**src/rtl/fetch_ctrl.sv**
```systemverilog
// Instruction-fetch sequencer: owns the PC, fetches words over req/ack, hands them to decode via IR.
// Optional build macro FETCH_PERF_EN adds perf_fetched/perf_stall counters.
module fetch_ctrl #(
   parameter logic [31:0] RESET_PC = 32'h0000_0000
) (
   input  logic        clk,
   input  logic        rst_n,
   output logic        imem_req,
   output logic [31:0] imem_addr,
   input  logic        imem_ack,
   input  logic [31:0] imem_rdata,
   output logic        ir_valid,
   output logic [31:0] ir_data,
   output logic [31:0] ir_pc,
   input  logic        ir_ready,
   input  logic        redirect_valid,
   input  logic [31:0] redirect_pc,
   input  logic        halt
`ifdef FETCH_PERF_EN
   ,
   output logic [31:0] perf_fetched,
   output logic [31:0] perf_stall
`endif
);

   localparam logic [31:0] NOP = 32'h0000_0013;

   typedef enum logic [1:0] {IDLE, REQ, HAND, DRAIN} state_t;

   state_t      state, state_n;
   logic [31:0] pc, pc_n;
   logic [31:0] addr_n, ir_data_n, ir_pc_n;
   logic        req_n, ir_valid_n;
   logic        ack;

   // an ack with no request outstanding is noise and must not move anything
   assign ack = imem_ack & imem_req;

   always_ff @(posedge clk) begin
      if (!rst_n) state <= IDLE;
      else        state <= state_n;
   end

   always_comb begin
      state_n = state;
      case (state)
         IDLE:  if (!halt) state_n = REQ;
         REQ: begin
            // a request already on the bus cannot be withdrawn, so drain it
            if (redirect_valid) state_n = ack ? REQ : DRAIN;
            else if (ack)       state_n = HAND;
         end
         HAND:  if (redirect_valid || ir_ready) state_n = halt ? IDLE : REQ;
         DRAIN: if (ack) state_n = REQ;
         default: state_n = IDLE;
      endcase
   end

   always_comb begin
      pc_n       = pc;
      ir_valid_n = ir_valid;
      ir_data_n  = ir_data;
      ir_pc_n    = ir_pc;
      if (state == REQ && ack && !redirect_valid) begin
         ir_data_n  = imem_rdata;
         ir_pc_n    = pc;
         ir_valid_n = 1'b1;
         pc_n       = pc + 32'd4;
      end
      if (state == HAND && ir_ready) ir_valid_n = 1'b0;
      if (redirect_valid) begin
         pc_n       = {redirect_pc[31:2], 2'b00};
         ir_valid_n = 1'b0;
      end
      req_n  = (state_n == REQ) || (state_n == DRAIN);
      // while draining, the bus must keep showing the abandoned address
      addr_n = (state_n == DRAIN) ? imem_addr : pc_n;
   end

   always_ff @(posedge clk) begin
      if (!rst_n) begin
         pc        <= RESET_PC;
         imem_req  <= 1'b0;
         imem_addr <= RESET_PC;
         ir_valid  <= 1'b0;
         ir_data   <= NOP;
         ir_pc     <= RESET_PC;
      end else begin
         pc        <= pc_n;
         imem_req  <= req_n;
         imem_addr <= addr_n;
         ir_valid  <= ir_valid_n;
         ir_data   <= ir_data_n;
         ir_pc     <= ir_pc_n;
      end
   end

`ifdef FETCH_PERF_EN
   always_ff @(posedge clk) begin
      if (!rst_n) begin
         perf_fetched <= 32'd0;
         perf_stall   <= 32'd0;
      end else begin
         if (ir_valid && ir_ready && !redirect_valid) perf_fetched <= perf_fetched + 32'd1;
         if (imem_req && !imem_ack)                   perf_stall   <= perf_stall + 32'd1;
      end
   end
`endif

endmodule

```
**config.mk**
```make
export PLATFORM = sky130hd
export DESIGN_NAME = fetch_ctrl
export DESIGN_NICKNAME = d
export VERILOG_FILES = /design/src/rtl/fetch_ctrl.sv
export SDC_FILE = /design/constraint.sdc
export NUM_CORES = 1
export LEC_CHECK = 0
export ABC_AREA = 1
export BUFFER_PORTS_ARGS = -buffer_cell sky130_fd_sc_hd__buf_4
export CORE_MARGIN = 10
export CORE_UTILIZATION = 50
export CTS_BUF_LIST = sky130_fd_sc_hd__clkbuf_4
export CTS_CLUSTER_DIAMETER = 50
export DETAILED_ROUTE_END_ITERATION = 12
export PLACE_DENSITY = 0.78
export SKIP_LAST_GASP = 1
export SLEW_MARGIN = 20
export SYNTH_ARGS = -nofsm -noshare
export SYNTH_HDL_FRONTEND = slang
export SYNTH_SLANG_ARGS = --single-unit
```
**constraint.sdc**
```tcl
create_clock -name clk -period 2.7 [get_ports clk]
set_clock_uncertainty 0.2 [all_clocks]
set_input_delay 0.54 -clock clk [delete_from_list [all_inputs] [get_ports clk]]
set_output_delay 0.54 -clock clk [all_outputs]
set_load 0.05 [all_outputs]
```
==> results by group <==
Setup path
  – Startpoint class of the critical path: flop
  – Critical Path, Cell by Cell: nand2_2 > nor2_8 > buf_4 > buf_4 > o21ai_0 > a21oi_1
  – Critical-path maximum fanout: 48
  – Data arrival time of the critical path: 2.43 ns
  – Master of the slowest instance on the critical path: sky130_fd_sc_hd__dfxtp_1
  – R2R Path Start: state[0]
  – Buf/Inv on CP: 2
  – Highest cell delay on the worst timing path: 0.44 ns
  – Worst setup EP type: flop
  – Worst endpoint required time: 2.96 ns
  – Delay-heaviest family, CP: buffers and inverters
  – CP Launch Point: state[0]
  – Most common cell on crit path: sky130_fd_sc_hd__buf_4
  – Crit Path Category: reg -> reg

Yosys
  – Yosys cell types: 35
  – Mapped Avg Cell Area: 7.25 µm²
  – Sequential fraction of the synthesis area: 0.466
  – Number of cells produced by synthesis: 776
  – Post-Synthesis Cell Area: 0.00563 mm²
  – Register bit count reported by yosys: 131
  – Synthesis warning total: 0
  – Syn nets: 847

Route
  – Via density per instance: 5.04
  – Wire length reported by the detailed router: 16600 µm
  – Final antenna-violating net count: 0
  – Detailed router's first-iteration violation count: 555
  – Count of vias placed by the detailed router: 5473
  – Number of DRC violations after detailed routing: 0
  – Drt first pass iters: 5
  – Per-cell routed wire length: 15.3 µm

Placement
  – Worst-case setup slack after placement: 0.298 ns
  – Gpl congestion: 0.920
  – Number of I/O port buffers: 165
  – Placed wire-length estimate after detailed placement: 12200 µm

Clock network
  – CTS tree: done
  – Buffer cell driving the clock tree root: sky130_fd_sc_hd__clkbuf_4
  – Clock Sink Count: 131
  – Number of buffers added by the clock tree synthesis step: 17
  – Clock latency reported for the late side of the worst-skew pair: 0.53 ns
  – Clock transition time at the flip-flop clock pins of the worst setup and hold paths: 0.11 ns
  – # H-tree levels: 4
  – Post-CTS setup buffers: 0
  – Clock Path Buffers: 2

Global route
  – Initial antenna violation count: 1
  – Global-route wire length before repair: 26600 µm
  – Vias in the first global route: 5264
  – Total gr overflow: 0
  – Largest net degree at the start of global routing: 56
  – Total track usage: 0.202

Power and ir drop
  – Cell leakage power: 3.47 nW
  – Overall power consumption: 4.49 mW
  – Worst supply voltage drop on vdd: 0.000555 V
  – Power density normalized to cell area: 617 mW/mm²

Worst hold path
  – Min-Delay Startpoint: imem_rdata[4]
  – Tightest Hold Check Type: in -> reg

Timing
  – Setup-violating endpoint count in the final report: 0
  – Max Transition Viols Final: 0
  – Share of the clock period used by the worst path: 0.803
  – Slew HR: 0.387
  – Pin slew with the least headroom to its limit: 0.918 ns
  – Unrepaired setup endpoints after global routing: false
  – Period minus WS final: 2.17 ns
  – Fin. Hold Viols: 0
  – Maximum frequency from static timing analysis: 461 MHz
  – Sum Neg Setup Slack: 0 ns
  – Fin worst setup slack: 0.531 ns

Floorplanning
  – Number of rows in the core area: 38
  – Die area: 0.0159 mm²
  – Die X: 126 µm
  – Initial Utilization: 0.515
  – Die height: 126 µm
  – Core box area: 0.0109 mm²
  – Total I/O pin count: 168

Cells and area
  – Most frequent cells in the layout: sky130_fd_sc_hd__buf_4 (172), sky130_fd_sc_hd__dfxtp_1 (131), sky130_fd_sc_hd__nand2_1 (115), sky130_fd_sc_hd__nor2_1 (110), sky130_fd_sc_hd__inv_1 (89)
  – Final core utilization: 0.666
  – Layout cells sized above 1: 0.239
  – Most common library cell in the layout ignoring fill and taps: sky130_fd_sc_hd__buf_4
  – Post-layout nets: 1001
  – Layout overhead on the synthesized area: 29.4%

Run status
  – Outcome: finished, final reports clean

Run
  – Number of maximum-capacitance constraint violations: 0
==> power breakdown <==
| part | total, mW | internal, mW | switching (mW) |
|---|---|---|---|
| Sequential | 2.11 | 2.04 | 0.0734 |
| Clock | 1.54 | 0.846 | 0.692 |
| Combinational | 0.841 | 0.275 | 0.566 |
| Total | 4.49 | 3.16 | 1.33 |
==> cell families (layout without fill, tap and decap cells) <==
logic type	after synthesis	after routing	share of synthesized area
other cells	0	4	0
buf+inv	132	298	0.0989
xor+xnor	4	4	0.00622
fa+ha+maj	1	1	0.00222
flops	131	131	0.466
mux	3	3	0.00533
compound gates	159	159	0.147
simple gates	346	346	0.274
==> per-stage QoR <==
step           std cells  hold WS (ns)  cell area [µm²]
3_3_place_gp        1048         0.252             6910
4_1_cts             1082       0.00485             7270
5_1_grt             1086       0.00149             7280
3_5_place_dp        1048         0.247             6910
6_report            1086        0.0319             7280
2_1_floorplan        776         0.231             5630
==> layer usage <==
layer  routed length, µm  GRT usage
met1                7920      0.271
met5                   0          0
met4                 212     0.0676
met3                1630     0.0810
met2                6840      0.286
==> sequential cells by signal (all words and copies together) (netlist names) <==
signal and flops:
imem_addr 32, ir_valid 1, pc 32, state 2, ir_pc 32, ir_data 32
==> cell usage after synthesis (all sizes together) <==
cell type    n  area share
xor2         4      0.0062
a21oi       56       0.050
ha           1      0.0022
o22ai        1      0.0011
and2         3      0.0033
nor3         3      0.0027
nand3b       2      0.0027
clkbuf      21       0.014
o21ai       98       0.088
clkinv       1     0.00067
nor2       120       0.088
inv         90       0.061
or2         11       0.012
nand4        6      0.0067
mux2i        3      0.0053
dfxtp      131        0.47
o211ai       2      0.0027
a22oi        1      0.0038
a311oi       1      0.0016
nand2      120       0.084
nand3       81       0.075
buf         20       0.023
==> area by class of cell <==
cell class,count,area (µm²)
repair buffers,176,1340
inverters,91,349
well taps,140,175
clock buffers,20,150
multi-input cells,513,2450
flip-flops and latches,131,2620
clock inverters,11,185
diodes,4,10.0
fillers,995,3650
==> tightest hold or removal path, cell delays in order <==
cell,delay (ns)
sky130_fd_sc_hd__buf_4,0.08
sky130_fd_sc_hd__nand2_1,0.04
sky130_fd_sc_hd__nand3_1,0.06
==> timing repair <==
item | 4_1_cts | 5_1_grt
hold buffers | 3 | 0
resized for setup | 0 | 0
endpoints found under the hold margin | 3 | 0
==> worst paths after layout <==
kind,to,slack [ns],cells past startpoint
min,ir_data[4],0.03,3
min reg2reg,pc[1],0.26,2
max reg2reg,ir_pc[17],0.53,6
max,ir_pc[17],0.53,6
(Power assumes the default switching activity.)
